--- config.mk ---
export PLATFORM = sky130hd
export DESIGN_NAME = pmod_pwm_rx
export DESIGN_NICKNAME = d
export VERILOG_FILES = /design/src/rtl/pmod_pwm_pkg.sv /design/src/rtl/pmod_pwm_rx_sync.sv /design/src/rtl/pmod_pwm_rx.sv
export SDC_FILE = /design/constraint.sdc
export NUM_CORES = 1
export LEC_CHECK = 0
export CAP_MARGIN = 20
export CORE_UTILIZATION = 60
export CTS_BUF_LIST = sky130_fd_sc_hd__clkbuf_16
export DETAILED_ROUTE_END_ITERATION = 16
export PLACE_DENSITY = 0.83
export SYNTH_ARGS = -nofsm -noshare
export SYNTH_HDL_FRONTEND = slang
export SYNTH_SLANG_ARGS = --single-unit
--- constraint.sdc ---
create_clock -name clk -period 4.67 [get_ports clk]
set_input_delay 0.467 -clock clk [delete_from_list [all_inputs] [get_ports clk]]
set_output_delay 0.467 -clock clk [all_outputs]
set_load 0.1 [all_outputs]
--- src/rtl/pmod_pwm_pkg.sv ---
// rtl/pmod_pwm_pkg.sv - shared constants, FSM state type and saturation helper for the Pmod PWM receiver
//
// Contents:
//   SAMPLE_W    width of the recovered two's-complement sample
//   SAMPLE_MAX  largest representable sample (+2047)
//   SAMPLE_MIN  smallest representable sample (-2048)
//   state_t     window FSM states (IDLE, COUNT)
//   sat_sample  clamps a SAMPLE_W+1 bit signed value into SAMPLE_W bits
package pmod_pwm_pkg;

    localparam int SAMPLE_W = 12;

    localparam logic signed [SAMPLE_W-1:0] SAMPLE_MAX = 12'sh7FF;
    localparam logic signed [SAMPLE_W-1:0] SAMPLE_MIN = 12'sh800;

    typedef enum logic {
        IDLE  = 1'b0,
        COUNT = 1'b1
    } state_t;

    // Only a fully-high window (+2048 after scaling) exceeds the range, but
    // both limits are handled so the helper stays correct for any input.
    function automatic logic signed [SAMPLE_W-1:0] sat_sample(
        input logic signed [SAMPLE_W:0] v
    );
        if (v > $signed({1'b0, SAMPLE_MAX})) begin
            return SAMPLE_MAX;
        end else if (v < $signed({1'b1, SAMPLE_MIN})) begin
            return SAMPLE_MIN;
        end else begin
            return $signed(v[SAMPLE_W-1:0]);
        end
    endfunction

endpackage

--- src/rtl/pmod_pwm_rx_sync.sv ---
// rtl/pmod_pwm_rx_sync.sv - pin synchronizer, optional majority deglitch and edge detectors
//
// Optional feature macro: PMOD_PWM_RX_DEGLITCH_EN
//   defined   : a 3-tap majority filter follows the synchronizer (+2 cycles latency)
//   undefined : pin_s is the raw synchronizer output
//
// Ports:
//   clk       in   clock, all state on rising edge
//   rst       in   asynchronous active-high reset
//   pwm_in    in   asynchronous PWM line from the Pmod pin
//   pin_s     out  conditioned, synchronous copy of pwm_in
//   rise      out  pin_s rising edge (pin_s & ~previous pin_s)
//   any_edge  out  pin_s changed since the previous cycle
module pmod_pwm_rx_sync #(
    parameter int SYNC_STAGES = 2
) (
    input  logic clk,
    input  logic rst,
    input  logic pwm_in,
    output logic pin_s,
    output logic rise,
    output logic any_edge
);

    logic [SYNC_STAGES-1:0] sync_q;
    logic                   sync_out;
    logic                   pin_s_d;

    always_ff @(posedge clk or posedge rst) begin
        if (rst) begin
            sync_q <= '0;
        end else begin
            sync_q <= {sync_q[SYNC_STAGES-2:0], pwm_in};
        end
    end

    assign sync_out = sync_q[SYNC_STAGES-1];

`ifdef PMOD_PWM_RX_DEGLITCH_EN
    // Majority of the current and two previous synchronized samples, then
    // registered: a level must persist two cycles before it reaches pin_s.
    logic [1:0] tap_q;
    logic       maj;
    logic       maj_q;

    assign maj = (sync_out & tap_q[0]) | (sync_out & tap_q[1]) | (tap_q[0] & tap_q[1]);

    always_ff @(posedge clk or posedge rst) begin
        if (rst) begin
            tap_q <= '0;
            maj_q <= 1'b0;
        end else begin
            tap_q <= {tap_q[0], sync_out};
            maj_q <= maj;
        end
    end

    assign pin_s = maj_q;
`else
    assign pin_s = sync_out;
`endif

    always_ff @(posedge clk or posedge rst) begin
        if (rst) begin
            pin_s_d <= 1'b0;
        end else begin
            pin_s_d <= pin_s;
        end
    end

    assign rise     = pin_s & ~pin_s_d;
    assign any_edge = pin_s ^ pin_s_d;

endmodule

--- src/rtl/pmod_pwm_rx.sv ---
// rtl/pmod_pwm_rx.sv - PWM / pulse-density receiver recovering a signed 12-bit sample per window
//
// Optional feature macro: PMOD_PWM_RX_DEGLITCH_EN (majority deglitch inside pmod_pwm_rx_sync)
//
// Parameters:
//   WIN_LOG2     window length is 2^WIN_LOG2 clk cycles (legal 4..12)
//   SYNC_STAGES  synchronizer depth (minimum 2)
//
// Ports:
//   clk           in   clock, all state on rising edge
//   rst           in   asynchronous active-high reset
//   pwm_in        in   asynchronous PWM line from the Pmod pin
//   sample_out    out  most recent recovered sample (signed 12)
//   sample_valid  out  sample_out holds an unconsumed sample
//   sample_ready  in   downstream accepts when sample_valid is also high
//   overrun       out  one-cycle pulse when an unconsumed sample is overwritten
//   active        out  an edge of the conditioned input occurred in the last completed window
module pmod_pwm_rx
    import pmod_pwm_pkg::*;
#(
    parameter int WIN_LOG2    = 8,
    parameter int SYNC_STAGES = 2
) (
    input  logic                       clk,
    input  logic                       rst,
    input  logic                       pwm_in,
    output logic signed [SAMPLE_W-1:0] sample_out,
    output logic                       sample_valid,
    input  logic                       sample_ready,
    output logic                       overrun,
    output logic                       active
);

    localparam int                  WIN   = 1 << WIN_LOG2;
    localparam int                  SHIFT = SAMPLE_W - WIN_LOG2;
    localparam logic [WIN_LOG2-1:0] LAST  = '1;

    logic pin_s;
    logic rise;
    logic any_edge;

    pmod_pwm_rx_sync #(
        .SYNC_STAGES(SYNC_STAGES)
    ) u_sync (
        .clk     (clk),
        .rst     (rst),
        .pwm_in  (pwm_in),
        .pin_s   (pin_s),
        .rise    (rise),
        .any_edge(any_edge)
    );

    state_t state_q;
    state_t state_d;
    logic   win_done;
    logic   enter_count;

    logic [WIN_LOG2-1:0] win_cnt;
    logic [WIN_LOG2-1:0] idle_cnt;
    logic [WIN_LOG2:0]   high_cnt;
    logic                edge_seen;

    logic [WIN_LOG2:0]          high_final;
    logic [SAMPLE_W:0]          d_raw;
    logic signed [SAMPLE_W:0]   d_scaled;
    logic signed [SAMPLE_W-1:0] sample_next;

    always_ff @(posedge clk or posedge rst) begin
        if (rst) begin
            state_q <= IDLE;
        end else begin
            state_q <= state_d;
        end
    end

    always_comb begin
        state_d     = state_q;
        win_done    = 1'b0;
        enter_count = 1'b0;
        case (state_q)
            IDLE: begin
                // Start on the first rising edge, or free-run after a full
                // silent window so a stuck line still yields samples.
                if (rise || (idle_cnt == LAST)) begin
                    state_d     = COUNT;
                    enter_count = 1'b1;
                end
            end
            COUNT: begin
                if (win_cnt == LAST) begin
                    win_done = 1'b1;
                end
            end
            default: begin
                state_d = IDLE;
            end
        endcase
    end

    // The last cycle of a window contributes its own pin_s to the total.
    assign high_final = high_cnt + (WIN_LOG2 + 1)'(pin_s);

    // Centre the count on zero in modular SAMPLE_W+1 bit arithmetic, then
    // scale to full 12-bit range; only a fully-high window needs clamping.
    assign d_raw       = (SAMPLE_W + 1)'(high_final) - (SAMPLE_W + 1)'(WIN / 2);
    assign d_scaled    = $signed(d_raw) <<< SHIFT;
    assign sample_next = sat_sample(d_scaled);

    always_ff @(posedge clk or posedge rst) begin
        if (rst) begin
            win_cnt   <= '0;
            idle_cnt  <= '0;
            high_cnt  <= '0;
            edge_seen <= 1'b0;
        end else if (state_q == IDLE) begin
            // Counters are held at zero here, so entering COUNT starts a
            // fresh window; a partial window never reaches the output.
            win_cnt   <= '0;
            high_cnt  <= '0;
            edge_seen <= 1'b0;
            idle_cnt  <= enter_count ? '0 : idle_cnt + WIN_LOG2'(1);
        end else if (win_done) begin
            win_cnt   <= '0;
            high_cnt  <= '0;
            edge_seen <= 1'b0;
        end else begin
            win_cnt   <= win_cnt + WIN_LOG2'(1);
            high_cnt  <= high_final;
            edge_seen <= edge_seen | any_edge;
        end
    end

    always_ff @(posedge clk or posedge rst) begin
        if (rst) begin
            sample_out   <= '0;
            sample_valid <= 1'b0;
            overrun      <= 1'b0;
            active       <= 1'b0;
        end else begin
            overrun <= 1'b0;
            if (win_done) begin
                sample_out   <= sample_next;
                sample_valid <= 1'b1;
                active       <= edge_seen | any_edge;
                // A same-cycle transfer frees the slot, so no loss occurs.
                overrun      <= sample_valid & ~sample_ready;
            end else if (sample_valid && sample_ready) begin
                sample_valid <= 1'b0;
            end
        end
    end

endmodule

==> flow_summary.json, run 1 <==
{
  "crit_chain": "clkdlybuf4s50_1",
  "gp_congestion": 0.8723,
  "syn_area_sq_um": 1888,
  "post_cts_resized": 0,
  "ff2ff_path_depth": 8,
  "dpl.hpwl_mm": 2.347,
  "synth.ff_latch_count": 42,
  "portBuffers": 18,
  "cts_root_buf": "clkbuf_16",
  "cts_htree_levels": 2,
  "num_antenna_cells": 0,
  "clock_skew_ns": 0.004911,
  "fin_area_sq_um": 2281,
  "synth_warnings": 0,
  "syn_inst": 171,
  "holdBufCountCts": 0,
  "holdCritPathClass": "reg2reg",
  "place_ws_ns": 2.523,
  "viasPerCell": 5.440,
  "drt-pass1-iter-count": 6,
  "grt_antenna_before_repair": 0,
  "slowest_delay_ns": 1.15,
  "slew_headroom": 0.3505,
  "timing.rr.end": "sample_out[11]",
  "dp_cells": 226,
  "syn_avg_cell_area_sq_um": 11.04,
  "tightest_slew_ns": 0.9712,
  "min-delay-start": "u_sync.sync_q[0]",
  "fp.dieH_microns": 58.10,
  "path_buf_inv": 1,
  "layout_setup_ws_ns": 2.378,
  "crit_type": "reg2out",
  "cp_top_family": "buffers and inverters",
  "synth_top_area_share": 0.5567,
  "setup_tns_ns": 0,
  "synth_top_cell_by_area": "dfrtp_1",
  "layout-area-overhead-vs-synth_pct": 20.81,
  "cts.path.max_buffers": 2,
  "fmax_mhz": 436.2,
  "vias": 1273,
  "synth_cell_types": 33,
  "fin_nets": 201,
  "synthTopCellsByArea": "dfrtp_1, nor2_1, xor2_1",
  "grt_setup_unrepaired": "false",
  "setup_violations": 0,
  "min_period_ns": 2.292,
  "p_per_area_nw_per_um2": 489.7,
  "ant_nets": 0,
  "clk_pin_slew_ns": 0.05,
  "drt-initial-drc-count": 39,
  "initial_utilization": 0.6564,
  "power.leakage_uw": 0.001042,
  "synth_nets": 181,
  "drv_cap": 0,
  "pin_count": 19,
  "num-fill-cells": 181,
  "routedWlPerCell_microns": 14.42,
  "ir_worst_vdd_v": 0.0004459,
  "coreArea_sq_um": 2877,
  "ff2ff_setup_slack_ns": 2.48,
  "clkLatencyLatePin_ns": 0.28,
  "grt_pass1_wl_mm": 5.775,
  "hold_viol_final": 0,
  "yosysSeqAreaShare": 0.5567,
  "place_area_sq_um": 2092,
  "grt_max_degree": 43,
  "drc": 0,
  "finalWirelength_mm": 3.374,
  "slowest_stage": "clkdlybuf4s50_1",
  "grt_pass1_vias": 1314,
  "die_area_sq_um": 3375,
  "grt_overflow_total": 0,
  "required_ns": 4.20,
  "grt.total_usage": 0.2343,
  "status": "finished, final reports clean",
  "hold_end": "u_sync.sync_q[1]",
  "clkSinkCount": 42,
  "worstHoldPathCells": 0,
  "worst-path-stages": 1,
  "stdcell_count": 234,
  "numCtsBuffers": 5,
  "cp.arrival_ns": 1.83,
  "critPathMaxFanout": 5,
  "critPathLaunchType": "flip-flop",
  "rows": 19,
  "cts_setup_buffers": 0,
  "cts_tree": "yes",
  "worstSetupEndpointType": "primary output",
  "drive_gt1_frac": 0.09375,
  "post-route-util": 0.7930,
  "r2r_start": "u_sync.sync_q[1]",
  "die_w_microns": 58.10,
  "min_period_over_period": 0.4909,
  "slew_violations": 0
}
cell usage in the layout, fill, tap and decap left out:
| cell type | instances |
|---|---|
| and4_4 | 2 |
| nand4_1 | 2 |
| clkinv_1 | 1 |
| o21ba_1 | 1 |
| and3_4 | 1 |
| and2_1 | 3 |
| dfrtp_1 | 42 |
| a32o_1 | 1 |
| nand3_1 | 4 |
| buf_4 | 1 |
| nor2_1 | 29 |
| nand2_1 | 17 |
| clkbuf_16 | 5 |
| o21ai_0 | 1 |
| xor2_1 | 10 |
| mux2_2 | 2 |
| xnor2_1 | 9 |
| nand3_2 | 1 |
| nand4_4 | 1 |
| bufinv_16 | 2 |
| a21oi_1 | 3 |
| o21ai_1 | 8 |
| inv_1 | 5 |
| nand2b_1 | 2 |
| nand4b_1 | 2 |
| a41oi_2 | 1 |
| a31o_4 | 1 |
| o21bai_1 | 2 |
| mux2_1 | 2 |
| nor2b_1 | 1 |
| and3_1 | 4 |
| ha_1 | 6 |
| or2_1 | 1 |
| clkdlybuf4s50_1 | 18 |
| nor3_2 | 1 |
synthesized netlist by cell type (all sizes together):
library cell and count:
nor3 1, a21oi 3, ha 6, a32o 1, nor2 29, a41oi 1
nand2 17, and3 5, or2 1, a31o 1, xor2 10, nor2b 1
inv 5, xnor2 9, buf 5, o21ai 9, nand2b 2, o21bai 2
and2 3, nand3 5, clkbuf 1, nand4b 2, mux2 4, o21ba 1
nand4 3, and4 2, dfrtp 42
routing by layer:
| layer | vias up | part of all wire | track usage |
|---|---|---|---|
| li1 | 606 | - | - |
| met2 | 29 | 0.51 | 0.4039 |
| met5 | - | 0 | 0 |
| met1 | 634 | 0.44 | 0.2818 |
| met4 | 0 | 0.013 | 0.1054 |
| met3 | 4 | 0.038 | 0.05134 |
cell families (layout without fill, tap and decap cells):
group,Yosys count,count (layout),share of synthesized area
and+or+nand+nor,71,71,0.1942
DFF,42,42,0.5567
xor gates and xnor gates,19,19,0.08814
AOI/OAI and AO/OA,18,18,0.06826
buffers and inverters,11,32,0.02916
adders and majority gates,6,6,0.03976
muxes,4,4,0.02386
flip-flops by register name, indices dropped and copies added, names as in the netlist:
| register | count |
|---|---|
| active | 1 |
| edge_seen | 1 |
| high_cnt | 9 |
| idle_cnt | 8 |
| overrun | 1 |
| sample_out | 9 |
| sample_valid | 1 |
| state_q | 1 |
| u_sync.pin_s_d | 1 |
| u_sync.sync_q | 2 |
| win_cnt | 8 |
how the worst max path moves through the flow:
stage	start	to	slack, ns
CTS	sample_out[3]	sample_out[2]	2.36
floorplan	u_sync.sync_q[1]	sample_out[11]	2.69
global placement	u_sync.sync_q[1]	sample_out[11]	2.61
global route	sample_out[3]	sample_out[0]	2.33
detailed placement	u_sync.sync_q[1]	sample_out[11]	2.52
finish	sample_out[3]	sample_out[2]	2.38
layout make-up:
class,instances,area [sq um],share of cell area
multi-input combinational,118,782.0,0.3428
sequential,42,1051,0.4608
clock buffer,5,125.1,0.05485
timing repair buffer,19,187.7,0.08228
clock inverter,3,63.81,0.02798
tap,42,52.55,0.02304
inverter,5,18.77,0.008228
through the flow:
step	hold WS, ns	power (uW)
final	0.3758	1117
after global routing	0.3828	1170
after CTS	0.3744	1124
after detailed placement	0.3434	685.8
after global placement	0.3428	666.6
after floorplan	0.3312	630.5
where the power goes:
group	total [uW]	switching (uW)	internal, uW
clock	434	130	304
sequential	497	67.8	429
combinational	186	97.1	89.3
total	1120	295	822
(Power assumes the default switching activity.)
==> inputs of run 2 (changes only) <==
--- a/config.mk
+++ b/config.mk
@@ -6,10 +6,10 @@
 export NUM_CORES = 1
 export LEC_CHECK = 0
 export CAP_MARGIN = 20
-export CORE_UTILIZATION = 60
+export CORE_UTILIZATION = 55
 export CTS_BUF_LIST = sky130_fd_sc_hd__clkbuf_16
 export DETAILED_ROUTE_END_ITERATION = 16
-export PLACE_DENSITY = 0.83
+export PLACE_DENSITY = 0.77
 export SYNTH_ARGS = -nofsm -noshare
 export SYNTH_HDL_FRONTEND = slang
 export SYNTH_SLANG_ARGS = --single-unit
==> constraint.sdc (replaced) <==
create_clock -name clk -period 2.35 [get_ports clk]
set_input_delay 0.235 -clock clk [delete_from_list [all_inputs] [get_ports clk]]
set_output_delay 0.235 -clock clk [all_outputs]
set_load 0.1 [all_outputs]
==> flow_summary.json, run 2 (synthesis gave the netlist of run 1 again) <==
{
  "rows": 20,
  "cts_setup_buffers": 0,
  "power_uw": 2215,
  "drt-initial-drc-count": 35,
  "viasPerCell": 5.216,
  "cp_top_family": "adder cells",
  "portBuffers": 18,
  "clk_pin_slew_ns": 0.06,
  "clock_skew_ns": 0.006240,
  "ff2ff_setup_slack_ns": 0.20,
  "worstHoldPathCells": 0,
  "drv_cap": 0,
  "grt_overflow_total": 0,
  "drc": 0,
  "drive_gt1_frac": 0.1719,
  "worstSetupEndpointType": "flip-flop",
  "grt_pass1_wl_mm": 5.347,
  "fin_nets": 201,
  "finalWirelength_mm": 3.216,
  "holdCritPathClass": "reg2reg",
  "setup_tns_ns": 0,
  "hold_viol_final": 0,
  "min-delay-start": "u_sync.sync_q[0]",
  "required_ns": 2.51,
  "gp_congestion": 0.7866,
  "num_antenna_cells": 0,
  "ant_nets": 0,
  "slew_violations": 0,
  "r2r_start": "u_sync.sync_q[1]",
  "layout-area-overhead-vs-synth_pct": 18.95,
  "ir_worst_vdd_v": 0.0006093,
  "cts_root_buf": "clkbuf_16",
  "critPathMaxFanout": 4,
  "power.leakage_uw": 0.001073,
  "grt.total_usage": 0.2106,
  "min_period_ns": 2.147,
  "crit_type": "reg2reg",
  "post-route-util": 0.7123,
  "num-fill-cells": 231,
  "fp.dieH_microns": 60.59,
  "drt-pass1-iter-count": 4,
  "crit_start": "u_sync.sync_q[1]",
  "holdBufCountCts": 0,
  "hold_end": "u_sync.sync_q[1]",
  "grt_max_degree": 43,
  "cpMostUsedCell": "ha_1",
  "fmax_mhz": 465.8,
  "slew_headroom": 0.6615,
  "vias": 1231,
  "initial_utilization": 0.5988,
  "cp.arrival_ns": 2.31,
  "tightest_slew_ns": 0.5077,
  "critPathLaunchType": "flip-flop",
  "grt_antenna_before_repair": 0,
  "clkLatencyLatePin_ns": 0.28,
  "grt_setup_unrepaired": "false",
  "slowest_delay_ns": 0.40,
  "layout_top_registers": "high_cnt (9), sample_out (9)",
  "cts_htree_levels": 2,
  "cts.path.max_buffers": 2,
  "ff2ff_path_depth": 8,
  "p_per_area_nw_per_um2": 986.3,
  "pin_count": 19,
  "die_area_sq_um": 3671,
  "crit_chain": "ha_1, ha_1, nand3_2, nor3_2, xnor2_1, inv_1, ha_1, mux2_1",
  "numCtsBuffers": 5,
  "post_cts_resized": 0,
  "cts_tree": "yes",
  "coreArea_sq_um": 3153,
  "die_w_microns": 60.59,
  "routedWlPerCell_microns": 13.63,
  "dpl.hpwl_mm": 2.258,
  "clkSinkCount": 42,
  "min_period_over_period": 0.9135,
  "setup_violations": 0,
  "final_common_cell": "dfrtp_1",
  "worst-path-stages": 8,
  "timing.rr.end": "sample_out[11]",
  "grt_pass1_vias": 1174,
  "path_buf_inv": 1,
  "status": "finished, final reports clean",
  "final_cell_mix": "dfrtp_1, nor2_1, nand2_1, buf_4, xor2_1",
  "slowest_stage": "dfrtp_1"
}
-- run 2: changes by cell type in the layout (fill, tap and decap cells not counted) --
cell | previous run | this run
clkdlybuf4s50_1 | 18 | 3
buf_4 | 1 | 16
-- run 2: report_power, final --
group | total, uW | internal [uW] | switching [uW]
combinational | 363 | 176 | 187
sequential | 986 | 852 | 134
clock | 867 | 604 | 262
total | 2220 | 1630 | 583
-- run 2: area by class of cell --
| class | count | area (sq um) | area share |
|---|---|---|---|
| multi-input combinational | 118 | 782.0 | 0.3482 |
| timing repair buffer | 19 | 150.1 | 0.06685 |
| sequential | 42 | 1051 | 0.4680 |
| tap | 44 | 55.05 | 0.02451 |
| clock buffer | 5 | 125.1 | 0.05571 |
| inverter | 5 | 18.77 | 0.008357 |
| clock inverter | 3 | 63.81 | 0.02841 |
-- run 2: worst max path at each step --
stage / end / slack (ns)
floorplan: sample_out[11] / 0.37
global placement: sample_out[11] / 0.29
detailed placement: sample_out[11] / 0.20
CTS: sample_out[11] / 0.19
global route: sample_out[11] / 0.09
finish: sample_out[11] / 0.20
-- run 2: metal layers --
layer	vias to the layer above	track usage	wire length [microns]
met4	0	0.08766	52
met1	598	0.2643	1517
met3	5	0.07676	149
met2	23	0.3312	1497
met5	-	0	0
li1	605	-	-
-- run 2: per-stage QoR --
step | instances | setup slack (ns) | hold WS, ns | area [sq um]
2_1_floorplan | 171 | 0.3731 | 0.2664 | 1888
3_3_place_gp | 228 | 0.2921 | 0.3445 | 2057
3_5_place_dp | 228 | 0.2048 | 0.3463 | 2057
4_1_cts | 236 | 0.1904 | 0.3591 | 2246
5_1_grt | 236 | 0.08863 | 0.3778 | 2246
6_report | 236 | 0.2032 | 0.3588 | 2246
==> inputs of run 3 (changes only) <==
--- a/config.mk
+++ b/config.mk
@@ -12,4 +12,5 @@
 export PLACE_DENSITY = 0.77
 export SYNTH_ARGS = -nofsm -noshare
 export SYNTH_HDL_FRONTEND = slang
+export SYNTH_HIERARCHICAL = 1
 export SYNTH_SLANG_ARGS = --single-unit
==> flow_summary.json, run 3 <==
{
  "routedWlPerCell_microns": 14.47,
  "p_per_area_nw_per_um2": 910.3,
  "synth_top_family_by_area": "simple AND/OR/NAND/NOR gates",
  "fin_nets": 202,
  "cts_htree_levels": 2,
  "synth_cell_types": 35,
  "rows": 20,
  "slowest_stage": "dfrtp_1",
  "place_area_sq_um": 2067,
  "cts.path.max_buffers": 2,
  "setup_violations": 0,
  "critPathMaxFanout": 4,
  "synth-main-ff-cell": "dfrtp_1",
  "clkSinkCount": 42,
  "timing.rr.end": "sample_out[11]",
  "pin_count": 19,
  "grt_max_degree": 40,
  "syn_inst": 172,
  "ff2ff_setup_slack_ns": 0.16,
  "critPathCapture": "sample_out[11]",
  "multi_input_area_sq_um": 795.8,
  "synthXorXnorAreaFrac": 0.08767,
  "cpMostUsedCell": "ha_1",
  "layout_top_registers": "high_cnt (9), sample_out (9)",
  "portBuffers": 18,
  "ff2ff_path_depth": 8,
  "numCtsBuffers": 5,
  "grt_pass1_wl_mm": 5.789,
  "fp.dieH_microns": 60.75,
  "postSynth.asyncResetShare": 1.000,
  "r2r_start": "u_sync/sync_q[1]",
  "yosys.area_share.adder": 0.03955,
  "clk_pin_slew_ns": 0.06,
  "ff_latch_area_sq_um": 1051,
  "viasPerCell": 5.477,
  "setup_tns_ns": 0,
  "slew_headroom": 0.6605,
  "num_antenna_cells": 0,
  "num-fill-cells": 233,
  "drive_gt1_frac": 0.1762,
  "grt_antenna_before_repair": 0,
  "synthMuxAreaShare": 0.02373,
  "cts_tree": "yes",
  "crit_start": "u_sync/sync_q[1]",
  "critPathLaunchType": "flip-flop",
  "power.leakage_uw": 0.001079,
  "vias": 1298,
  "initial_utilization": 0.6020,
  "ir_worst_vdd_v": 0.0004897,
  "cp.arrival_ns": 2.36,
  "cts_root_buf": "clkbuf_16",
  "min_period_over_period": 0.9339,
  "yosysSeqAreaShare": 0.5537,
  "required_ns": 2.51,
  "ant_nets": 0,
  "fin_area_sq_um": 2216,
  "synth_common_cells": "dfrtp_1, nor2_1, nand2_1",
  "drc": 0,
  "coreArea_sq_um": 3153,
  "crit_chain": "ha_1, ha_1, nand3_2, nor3_2, xnor2_2, inv_1, ha_1, mux2_1",
  "final_cell_mix": "dfrtp_1, nor2_1, nand2_1, buf_4, xor2_1",
  "synth_simple_gate_area_frac": 0.1958,
  "layout-area-overhead-vs-synth_pct": 16.74,
  "fmax_mhz": 455.7,
  "syn_avg_cell_area_sq_um": 11.04,
  "holdBufCountCts": 0,
  "final_common_cell": "dfrtp_1",
  "clock_skew_ns": 0.004459,
  "hold_viol_final": 0,
  "drt-pass1-iter-count": 7,
  "drv_cap": 0,
  "grt.total_usage": 0.2242,
  "gp_congestion": 0.8112,
  "min_period_ns": 2.195,
  "synth_warnings": 6,
  "syn_area_sq_um": 1898,
  "slowest_delay_ns": 0.37,
  "synthTopCellsByArea": "dfrtp_1, nor2_1, xor2_1",
  "fin_hold_ws_ns": 0.1693,
  "holdCritPathClass": "in2async",
  "synth_top_cell_by_area": "dfrtp_1",
  "synth_nets": 182,
  "tightest_slew_ns": 0.5081,
  "die_area_sq_um": 3690,
  "die_w_microns": 60.75,
  "synth-compound-area-share": 0.06856,
  "synth_edf_count": 0,
  "finalWirelength_mm": 3.429,
  "clkLatencyLatePin_ns": 0.28,
  "synth.ff_latch_count": 42,
  "drt-initial-drc-count": 69,
  "status": "finished, final reports clean",
  "dpl.hpwl_mm": 2.426,
  "synth_top_area_share": 0.5537,
  "worstSetupEndpointType": "flip-flop",
  "grt_setup_unrepaired": "false",
  "grt_overflow_total": 0,
  "slew_violations": 0,
  "yosysMostFrequentCell": "dfrtp_1",
  "crit_type": "reg2reg",
  "grt_pass1_vias": 1348
}
[run 3: per-layer routing]
layer / vias to the layer above / GRT usage / share of wire
li1: 611 / - / -
met1: 640 / 0.2476 / 0.44
met2: 35 / 0.3956 / 0.51
met3: 12 / 0.06183 / 0.032
met4: 0 / 0.1136 / 0.020
met5: - / 0 / 0
[run 3: worst min-delay path by stage]
stage / from / endpoint / slack [ns] / cells past startpoint
2_1_floorplan: rst / u_sync/pin_s_d / -0.01 / 1
3_3_place_gp: u_sync/sync_q[0] / u_sync/sync_q[1] / 0.37 / 0
3_5_place_dp: u_sync/sync_q[0] / u_sync/sync_q[1] / 0.34 / 0
4_1_cts: rst / u_sync/sync_q[1] / 0.17 / 2
5_1_grt: rst / u_sync/sync_q[1] / 0.17 / 2
6_report: rst / u_sync/sync_q[1] / 0.17 / 2
[run 3: cell type report]
cell class | instances | share of cell area
sequential | 42 | 0.4743
multi-input combinational | 118 | 0.3591
timing repair buffer | 19 | 0.06776
clock buffer | 5 | 0.05647
tap | 44 | 0.02484
inverter | 6 | 0.01016
clock inverter | 3 | 0.007340
[run 3: logic make-up after synthesis]
logic type,Yosys count
AOI/OAI and AO/OA,18
xor gates and xnor gates,19
adders and majority gates,6
buffers and inverters,12
DFF,42
muxes,4
and+or+nand+nor,71
[run 3: critical path, delay by kind of cell, from the launching register on]
kind | cells | cell delay [ns]
muxes | 1 | 0.27
xor gates and xnor gates | 1 | 0.17
and+or+nand+nor | 2 | 0.41
buffers and inverters | 1 | 0.12
DFF | 1 | 0.37
adders and majority gates | 3 | 0.74
[run 3: repair_timing]
action | 4_1_cts | 5_1_grt
setup endpoints to repair | 0 | 1
endpoints found under the hold margin | 0 | 0
gates resized for setup | 0 | 1
buffers inserted | 0 | 0
[run 3: per-stage QoR]
stage / setup WS (ns) / utilization / cells / total power [uW]
after floorplan: 0.3731 / - / 172 / 1259
after global placement: 0.2844 / 0.6556 / 229 / 1339
after detailed placement: 0.1565 / 0.6556 / 229 / 1372
after CTS: 0.1306 / 0.7004 / 237 / 2036
final: 0.1554 / 0.7028 / 237 / 2017
after global routing: 0.03696 / 0.7028 / 237 / 2132
[run 3: where the power goes]
group	internal [uW]	switching [uW]
Clock	387	261
Combinational	179	195
Sequential	853	142
Total	1420	598
